--- src/rtl/serial_frame_tx.sv ---
// Framed serial transmitter: start bit (0), WIDTH data bits LSB first, stop bit (1).
// The line idles high and every bit is held for CLKS_PER_BIT clocks.
module serial_frame_tx #(
  parameter int WIDTH        = 8,
  parameter int CLKS_PER_BIT = 2
) (
  input  logic             clk,
  input  logic             rst,
  input  logic             in_valid,
  input  logic [WIDTH-1:0] in_data,
  output logic             in_ready,
  output logic             tx,
  output logic             busy,
  output logic             done
);

  localparam int TW = (CLKS_PER_BIT > 1) ? $clog2(CLKS_PER_BIT) : 1;
  localparam int BW = (WIDTH > 1) ? $clog2(WIDTH) : 1;
  localparam logic [TW-1:0] TICK_LAST = TW'(CLKS_PER_BIT - 1);
  localparam logic [BW-1:0] BIT_LAST  = BW'(WIDTH - 1);

  typedef enum logic [1:0] {
    IDLE,
    START,
    DATA,
    STOP
  } state_e;

  state_e           state_q;
  logic [WIDTH-1:0] shift_q;
  logic [WIDTH-1:0] shift_d;
  logic [BW-1:0]    bitCnt_q;
  logic [TW-1:0]    tickCnt_q;
  logic             tx_q;
  logic             busy_q;
  logic             done_q;
  logic             bitEnd;
  logic             accept;

  assign in_ready = (state_q == IDLE) && !rst;
  assign accept   = in_valid && in_ready;
  assign bitEnd   = (tickCnt_q == TICK_LAST);
  assign shift_d  = shift_q >> 1;

  // tx is registered, so the next line value is loaded at the same edge the state advances.
  always_ff @(posedge clk) begin
    if (rst) begin
      state_q   <= IDLE;
      shift_q   <= '0;
      bitCnt_q  <= '0;
      tickCnt_q <= '0;
      tx_q      <= 1'b1;
      busy_q    <= 1'b0;
      done_q    <= 1'b0;
    end else begin
      done_q <= 1'b0;
      case (state_q)
        IDLE: begin
          tx_q <= 1'b1;
          if (accept) begin
            state_q   <= START;
            shift_q   <= in_data;
            tx_q      <= 1'b0;
            busy_q    <= 1'b1;
            tickCnt_q <= '0;
            bitCnt_q  <= '0;
          end
        end
        START: begin
          if (bitEnd) begin
            tickCnt_q <= '0;
            state_q   <= DATA;
            tx_q      <= shift_q[0];
          end else begin
            tickCnt_q <= tickCnt_q + TW'(1);
          end
        end
        DATA: begin
          if (bitEnd) begin
            tickCnt_q <= '0;
            shift_q   <= shift_d;
            if (bitCnt_q == BIT_LAST) begin
              bitCnt_q <= '0;
              state_q  <= STOP;
              tx_q     <= 1'b1;
            end else begin
              bitCnt_q <= bitCnt_q + BW'(1);
              tx_q     <= shift_d[0];
            end
          end else begin
            tickCnt_q <= tickCnt_q + TW'(1);
          end
        end
        STOP: begin
          if (bitEnd) begin
            tickCnt_q <= '0;
            state_q   <= IDLE;
            tx_q      <= 1'b1;
            busy_q    <= 1'b0;
            done_q    <= 1'b1;
          end else begin
            tickCnt_q <= tickCnt_q + TW'(1);
          end
        end
        default: begin
          state_q <= IDLE;
          tx_q    <= 1'b1;
          busy_q  <= 1'b0;
        end
      endcase
    end
  end

  assign tx   = tx_q;
  assign busy = busy_q;
  assign done = done_q;

endmodule

--- config.mk ---
export PLATFORM = sky130hd
export DESIGN_NAME = serial_frame_tx
export DESIGN_NICKNAME = d
export VERILOG_FILES = /design/src/rtl/serial_frame_tx.sv
export SDC_FILE = /design/constraint.sdc
export NUM_CORES = 1
export LEC_CHECK = 0
export BUFFER_PORTS_ARGS = -buffer_cell sky130_fd_sc_hd__buf_2
export CORE_ASPECT_RATIO = 1.2
export CORE_MARGIN = 3
export CORE_UTILIZATION = 50
export CTS_BUF_LIST = sky130_fd_sc_hd__clkbuf_16
export CTS_CLUSTER_DIAMETER = 30
export DETAILED_ROUTE_END_ITERATION = 8
export HOLD_SLACK_MARGIN = 0.12
export PLACE_DENSITY = 0.72
export SLEW_MARGIN = 10
export SYNTH_ARGS = -nofsm -noshare
export SYNTH_HDL_FRONTEND = slang
export SYNTH_SLANG_ARGS = --single-unit
export TNS_END_PERCENT = 30
--- constraint.sdc ---
create_clock -name clk -period 3.88 [get_ports clk]
set_input_delay 0.582 -clock clk [delete_from_list [all_inputs] [get_ports clk]]
set_output_delay 0.582 -clock clk [all_outputs]
set_load 0.005 [all_outputs]
; Word level (Yosys, flattened, before mapping)
; Cells that the tools add are included.
[totals]
regBits = 17
input_bits = 11
output_inout_bits = 4
word_cells = 57
[op_classes]
addsub = 2
eq_ne = 9
mux = 26
n_bitwise = 1
n_reduce_logical = 12
[op_table]
columns = op, count
row1 = $mux 8, 2
row2 = $pmux 8 s2, 1
row3 = $mux 1, 10
row4 = $mux 2, 5
row5 = $ne 2x2->1 const B, 5
row6 = $mux 3, 3
row7 = $reduce_and 3->1, 3
row8 = $pmux 2 s4, 1
row9 = $pmux 3 s2, 1
row10 = $reduce_and 5->1, 1
row11 = $eq 2x2->1 const B, 2
row12 = $pmux 1 s2, 2
row13 = $pmux 1 s4, 1
row14 = $reduce_bool 2->1, 2
row15 = $add 3x1->3 const B, 1
row16 = $eq 3x3->1 const B, 1
row17 = $reduce_or 3->1, 1
row18 = $eq 2x1->1 const B, 1
row19 = $logic_and 1x1->1, 2
row20 = $logic_not 2->1, 1
row21 = $reduce_or 2->1, 1
row22 = $add 1x1->1 const B, 1
row23 = $logic_not 1->1, 1
row24 = $not 1->1, 1

; Longest topological paths before layout
; Gate-level depths: netlist of the first run.
[logic_depth]
ltp_word = 5
ltp_mapped = 8

; Least setup slack after synthesis of the first run
; OpenSTA, ideal clock, no wires.
[synth_timing]
path_kind = register to register
start = register state_q[0]
end = register shift_q[4]
setup_time_ns = 0.134
t_arrival_ns = 1.470
required_ns = 3.746
setup_slack_ns = 2.276
stages_incl_launch_ff = 9
path_cell_list = dfxtp_1 -> inv_1 -> ha_1 -> mux2_4 -> o21a_4 -> buf_6 -> buf_12 -> nor2_2 -> a211oi_2
[synth_between]
elab_chain_cells = 5
elab_cells_between_ends = 9
cone_classes = eq/ne (3) / mux (1) / reduce/logical (5)
[synth_lines]
columns = element, line
row1 = from (decl), 29  ; state_e state_q;
row2 = from (signal assigned), 48  ; state_q <= IDLE;
row3 = from (signal assigned), 61  ; state_q <= START;
row4 = from (signal assigned), 72  ; state_q <= DATA;
row5 = $logic_not 2->1, "40, 57"
row6 = $logic_and 1x1->1, 40  ; assign in_ready = (state_q == IDLE) && !rst;
row7 = $logic_and 1x1->1, 41  ; assign accept = in_valid && in_ready;
row8 = $ne 2x2->1 (no line), -
row9 = $reduce_and 3->1 (no line), -
row10 = to (signal assigned), 62  ; shift_q <= in_data;
row11 = to (signal assigned), 81  ; shift_q <= shift_d;
row12 = to (decl), 30  ; logic [WIDTH-1:0] shift_q;
; Several ways; a longest one is shown, not always the timed one.
; A chain may end at the register's enable or synchronous reset.

; Worst setup path after layout of the first run
[layout_timing]
start = register state_q[0]
end = register bitCnt_q[0]
[layout_between]
elab_chain_cells = 5
elab_cells_between_ends = 9
cone_classes = eq/ne (3) / mux (1) / reduce/logical (5)
[layout_lines]
columns = element, line
row1 = $logic_not 2->1, "40, 57"
row2 = $logic_and 1x1->1, 40
row3 = $logic_and 1x1->1, 41
row4 = $ne 2x2->1 (no line), -
row5 = $reduce_and 3->1 (no line), -
row6 = to (signal assigned), 87  ; bitCnt_q <= bitCnt_q + BW'(1);
row7 = to (decl), 32  ; logic [BW-1:0] bitCnt_q;
; Several ways; a longest one is shown, not always the timed one.

==> impl_metrics.toml, run 1 <==
[timing]
worst_slack_ns = 1.859
relSlewSlack_pct = 54.63
layout_min_cycle_time_ns = 2.021
slew_viol_final = 0
finalSetupTns_ns = 0
fmax_mhz = 494.8
rsz0062_at_grt = "no"
setup_violations = 0
finalCritPeriodShare_pct = 52.08
skew_ns = 0.001603
finalHoldViolCount = 0
worstMarginPinSlew_ns = 0.6805

[placed_design]
hpwl_um = 1159
gp_congestion = 0.8556
portBuffers = 14
preCtsSetupSlack_ns = 1.866
dp_cells = 121

[clock_tree]
cts_tree = "built"
clk_path_buf_depth = 2
cts_buffers = 3
postCtsResizedCells = 0
cts_hold_buf = 0
cts_setup_buffers = 0
h-tree-depth = 1
cts-root-buf = "clkbuf_16"
clk_latency_ns = 0.25
cts.sinks = 17
path_clk_slew_ns = 0.05

[detailed_routing]
top_layer = "met4"
drt-met1-wl_um = 717
via_per_inst = 5.664
met3WireLength_um = 74
wl_met2_um = 875
drc_errors = 0
wl_per_cell_um = 13.78
ant_nets = 0
drt_iter0_markers = 7
drtPass1Iterations = 4
routed_wl_um = 1723
route.vias.total = 708

[floorplan]
start_util_pct = 55.31
row_count = 16
num_io_pins = 15
die_h_um = 53.81
core_um2 = 1722
dieArea_um2 = 2466
die_w_um = 45.84

[logic_synthesis]
synthArstFlopShare_pct = 0
synth.largest_area_cell = "dfxtp_1"
synth_edf_count = 0
synthTopCellsByCount = "17 x dfxtp_1, 14 x nor2_1, 11 x mux2i_1"
synthMostInstantiatedCell = "dfxtp_1"
synth_warnings = 0
synth_top_area_share_pct = 35.74
ys_ff_latch = 17
yosys-top-cells-area = "dfxtp_1 36%, mux2i_1 12%, a211oi_2 9.2%, ha_1 9.2%, nor2_1 5.5%"
synth.avg_cell_area_um2 = 10.02
synth_cell_types = 28
seq_area_frac_synth_pct = 35.74
netlist_area_um2 = 952.2
synth_flop_cell = "dfxtp_1"
synthCells = 95
syn_nets = 113

[global_routing]
grtUsageTotal_pct = 16.53
grt_pass1_wl_um = 2960
grt_pass1_vias = 695
grt.overflow.total = 0
grt_max_degree = 20
antenna_found_initial = 0

[run_status]
status = "complete, no violations"

[power]
intPower_w = 0.0005561
p_switching_w = 0.0003247
p_comb_share_pct = 44.8
p_leak_nw = 0.4495
p_clk_share_pct = 23.0
swShare_pct = 36.87
seqPwrFrac_pct = 32.2
power.total_w = 0.0008808
peakVddDrop_mv = 0.5167
power_density_nw_per_um2 = 825.3

[setup_path]
critPathArrivalTime_ns = 2.14
cp-end-kind = "flop"
path_max_fanout = 18
cp_data_required_time_ns = 4.00
worst_setup_path_start_kind = "flop"
crit_type = "flop to flop"

[cells_and_area]
stdcell_count = 125
final_nets = 126
drive_gt1_share_pct = 28.04
antenna_cells = 0
fill_cells = 145
syn_to_final_growth_pct = 12.09

[hold_path]
min_path_type = "flop to flop"

[job]
drv_cap = 0
## final cells by class
| class | count | area [µm²] | area share [%] |
|---|---|---|---|
| Clock inverter | 1 | 3.754 | 0.3517 |
| Timing Repair Buffer | 14 | 70.07 | 6.565 |
| Multi-Input combinational cell | 69 | 544.3 | 51.00 |
| Tap cell | 18 | 22.52 | 2.110 |
| Inverter | 3 | 11.26 | 1.055 |
| Clock buffer | 3 | 75.07 | 7.034 |
| Sequential cell | 17 | 340.3 | 31.89 |
## path summary, 6_finish.rpt
path / from / end / slack (ns) / cells past startpoint
min reg2reg: tx$_SDFFE_PP1P_ / tx$_SDFFE_PP1P_ / 0.46 / 2
min: tx$_SDFFE_PP1P_ / tx$_SDFFE_PP1P_ / 0.46 / 2
max: state_q[0]$_SDFFE_PP0P_ / bitCnt_q[0]$_SDFFE_PP0P_ / 1.86 / 6
max reg2reg: state_q[0]$_SDFFE_PP0P_ / bitCnt_q[0]$_SDFFE_PP0P_ / 1.86 / 6
## placed cells by master (no fill, tap or decap)
cell type / Yosys / final
clkbuf_16: 0 / 3
nor2b_2: 1 / 1
o211ai_1: 1 / 1
a211oi_2: 7 / 7
nand4_1: 2 / 2
nor3_1: 1 / 1
a2111oi_0: 1 / 1
o21a_1: 1 / 1
nor2_1: 14 / 14
buf_2: 2 / 14
and2b_1: 1 / 1
mux2_4: 1 / 1
nand2_1: 4 / 4
ha_1: 7 / 7
dfxtp_1: 17 / 17
mux2i_1: 11 / 11
o21a_4: 1 / 1
a311o_1: 1 / 1
or2_0: 1 / 1
or2b_1: 1 / 1
nand2b_1: 3 / 3
a31o_1: 1 / 1
o221ai_1: 1 / 1
nor2_2: 3 / 3
inv_1: 3 / 4
a21oi_1: 5 / 5
## metal layers
layer / global-route usage, % / vias to the layer above
li1: - / 359
met1: 17.94 / 324
met2: 28.60 / 19
met3: 3.344 / 6
met4: 10.43 / 0
met5: 0 / -
## worst max-delay path: stages, from the launching register on
cell,delay [ns]
dfxtp_1,0.32
inv_1,0.12
ha_1,0.61
mux2_4,0.28
o21a_4,0.28
mux2i_1,0.22
nor2_1,0.05
## stage by stage
| stage | cell area [µm²] | hold WS (ns) | utilization [%] |
|---|---|---|---|
| 3_5_place_dp | 988.4 | 0.4482 | 57.41 |
| 6_report | 1067 | 0.4553 | 61.99 |
| 3_3_place_gp | 988.4 | 0.4409 | 57.41 |
| 4_1_cts | 1067 | 0.4618 | 61.99 |
| 5_1_grt | 1067 | 0.5017 | 61.99 |
| 2_1_floorplan | 952.2 | 0.4489 | - |
## flip-flops by register name, indices dropped and copies added (netlist names)
signal / flops
shift_q: 8
bitCnt_q: 3
state_q: 2
bitEnd: 1
busy: 1
done: 1
tx: 1
## cell families (layout without fill, tap and decap cells)
kind of cell	after synthesis	count (layout)	synth area share, %
AND/OR/NAND/NOR	31	31	16.03
flip-flops	17	17	35.74
buffers and inverters	9	21	7.095
adder cells (fa/ha/maj)	7	7	9.198
AO/OA/AOI/OAI	19	19	18.79
multiplexers	12	12	13.14
## power groups by stage
stage | clock, W | sequential [W] | combinational, W
2_1_floorplan | 0 | 0.000272 | 0.000391
4_1_cts | 0.000207 | 0.000284 | 0.000399
3_5_place_dp | 0 | 0.000286 | 0.000391
5_1_grt | 0.000215 | 0.000293 | 0.000442
6_report | 0.000202 | 0.000283 | 0.000395
3_3_place_gp | 0 | 0.000283 | 0.000383
(Power assumes the default switching activity.)
==> run 2, diff against run 1 <==
clock period = 2.03 ns   (was 3.88 ns; I/O delays follow)
==> run 2 against run 1 <==
Worst hold slack worse by 0.039 ns. Non-clock buffer count rose by 1. Sequential share of layout area decreased by 0.22 points. Via count up 0.14%. First-iteration DRC count increased by 29%. Final cell count is 0.80% higher. Design area increased by 0.70%. Power up 90%. Critical endpoint unchanged. Utilization rose by 0.44 points.
==> impl_metrics.toml, run 2 (same netlist as run 1, synthesis figures left out) <==
[clock_tree]
postCtsResizedCells = 0
clk_latency_ns = 0.24
cts_buffers = 3
cts.sinks = 17
cts_setup_buffers = 0
clk_path_buf_depth = 2
path_clk_slew_ns = 0.05
h-tree-depth = 1
cts_hold_buf = 0
cts_tree = "built"
cts-root-buf = "clkbuf_16"

[timing]
setup_violations = 0
layout_min_cycle_time_ns = 1.683
worstMarginPinSlew_ns = 0.4115
relSlewSlack_pct = 72.57
finalHoldViolCount = 0
finalSetupTns_ns = 0
fmax_mhz = 594.2
slew_viol_final = 0
skew_ns = 0.001519
rsz0062_at_grt = "no"
finalCritPeriodShare_pct = 82.90
worst_slack_ns = 0.3471

[detailed_routing]
drc_errors = 0
routed_wl_um = 1595
drtPass1Iterations = 4
wl_per_cell_um = 12.66
drt_iter0_markers = 9
ant_nets = 0
route.vias.total = 709
via_per_inst = 5.627

[hold_path]
min_path_type = "input port to flop"
worstHoldStart = "in_data[7]"

[floorplan]
core_um2 = 1722
row_count = 16
die_w_um = 45.84
dieArea_um2 = 2466
num_io_pins = 15
die_h_um = 53.81
start_util_pct = 55.31

[setup_path]
critPathLaunch = "state_q[0]$_SDFFE_PP0P_"
r2r-start = "state_q[0]$_SDFFE_PP0P_"
critPathArrivalTime_ns = 1.80
worst_setup_path_start_kind = "flop"
worstRegToRegCells = 6
crit_path_end = "bitCnt_q[0]$_SDFFE_PP0P_"
r2r_setup_slack_ns = 0.35
r2r-end = "bitCnt_q[0]$_SDFFE_PP0P_"
path_max_fanout = 18
crit_type = "flop to flop"
cp_data_required_time_ns = 2.14
cp-end-kind = "flop"

[power]
p_leak_nw = 0.4549
peakVddDrop_mv = 0.9815
power_density_nw_per_um2 = 1554

[global_routing]
grt_pass1_wl_um = 2822
grt.overflow.total = 0
grt_max_degree = 20
grtUsageTotal_pct = 15.61
antenna_found_initial = 0
grt_pass1_vias = 706

[placed_design]
gp_congestion = 0.7766
preCtsSetupSlack_ns = 0.3785
portBuffers = 14
hpwl_um = 1187
dp_cells = 122

[cells_and_area]
syn_to_final_growth_pct = 12.88
reg.largest.list = "shift_q (8), bitCnt_q (3), state_q (2)"
antenna_cells = 0
stdcell_count = 126
layout_commonest_cell = "dfxtp_1"
drive_gt1_share_pct = 28.70
regMostFlops = "shift_q"
largest_reg_flops = 8
mostFrequentLayoutCells = "17 x dfxtp_1, 14 x nor2_1, 14 x buf_2, 11 x mux2i_1"
final_nets = 127
fill_cells = 159

[job]
drv_cap = 0

[run_status]
status = "complete, no violations"
[run 2: changes by cell type in the layout (fill, tap and decap cells not counted), sizes merged]
cell / before / now
buf: 14 / 15
[run 2: per-stage QoR]
stage	power [W]	hold WS (ns)	util [%]	cell area [µm²]
floorplan	0.001267	0.4489	-	952.2
global placement	0.001279	0.4424	57.85	996.0
detailed placement	0.001302	0.4447	57.85	996.0
CTS	0.001684	0.4212	62.43	1075
global route	0.001803	0.4360	62.43	1075
finish	0.001671	0.4167	62.43	1075
[run 2: layout make-up]
class | instances | area [µm²] | share of cell area (%)
Sequential cell | 17 | 340.3 | 31.66
Timing Repair Buffer | 15 | 77.57 | 7.218
Inverter | 3 | 11.26 | 1.048
Multi-Input combinational cell | 69 | 544.3 | 50.64
Tap cell | 18 | 22.52 | 2.095
Clock inverter | 1 | 3.754 | 0.3492
Clock buffer | 3 | 75.07 | 6.985
[run 2: power breakdown]
group / switching, W / internal (W) / total, W / leakage, nW
Combinational: 0.000401 / 0.000353 / 0.000753 / 0.273
Clock: 0.000118 / 0.000261 / 0.000379 / 0.0423
Sequential: 0.0000835 / 0.000455 / 0.000539 / 0.140
Total: 0.000602 / 0.00107 / 0.00167 / 0.455
[run 2: worst min-delay path by stage]
stage                                     endpoint  slack [ns]  cells after the start
after CTS                          tx$_SDFFE_PP1P_        0.42                      3
after global placement             tx$_SDFFE_PP1P_        0.44                      2
after detailed placement           tx$_SDFFE_PP1P_        0.44                      2
after floorplan           bitCnt_q[1]$_SDFFE_PP0P_        0.45                      2
after global routing       shift_q[3]$_SDFFE_PP0P_        0.44                      3
final                      shift_q[7]$_SDFFE_PP0P_        0.42                      4
[run 2: metal layers]
| layer | vias to the layer above | part of all wire (%) | GRT usage (%) |
|---|---|---|---|
| met5 | - | 0 | 0 |
| met4 | 0 | 1.8 | 9.005 |
| met3 | 4 | 4.6 | 3.010 |
| met2 | 18 | 51 | 28.37 |
| met1 | 330 | 42 | 16.23 |
| li1 | 357 | - | - |
[run 2: critical path: stages, from the launching register on]
cell and delay (ns):
dfxtp_1 0.32, inv_1 0.12, ha_1 0.34, mux2_4 0.21
o21a_4 0.27, mux2i_1 0.22, nor2_1 0.06
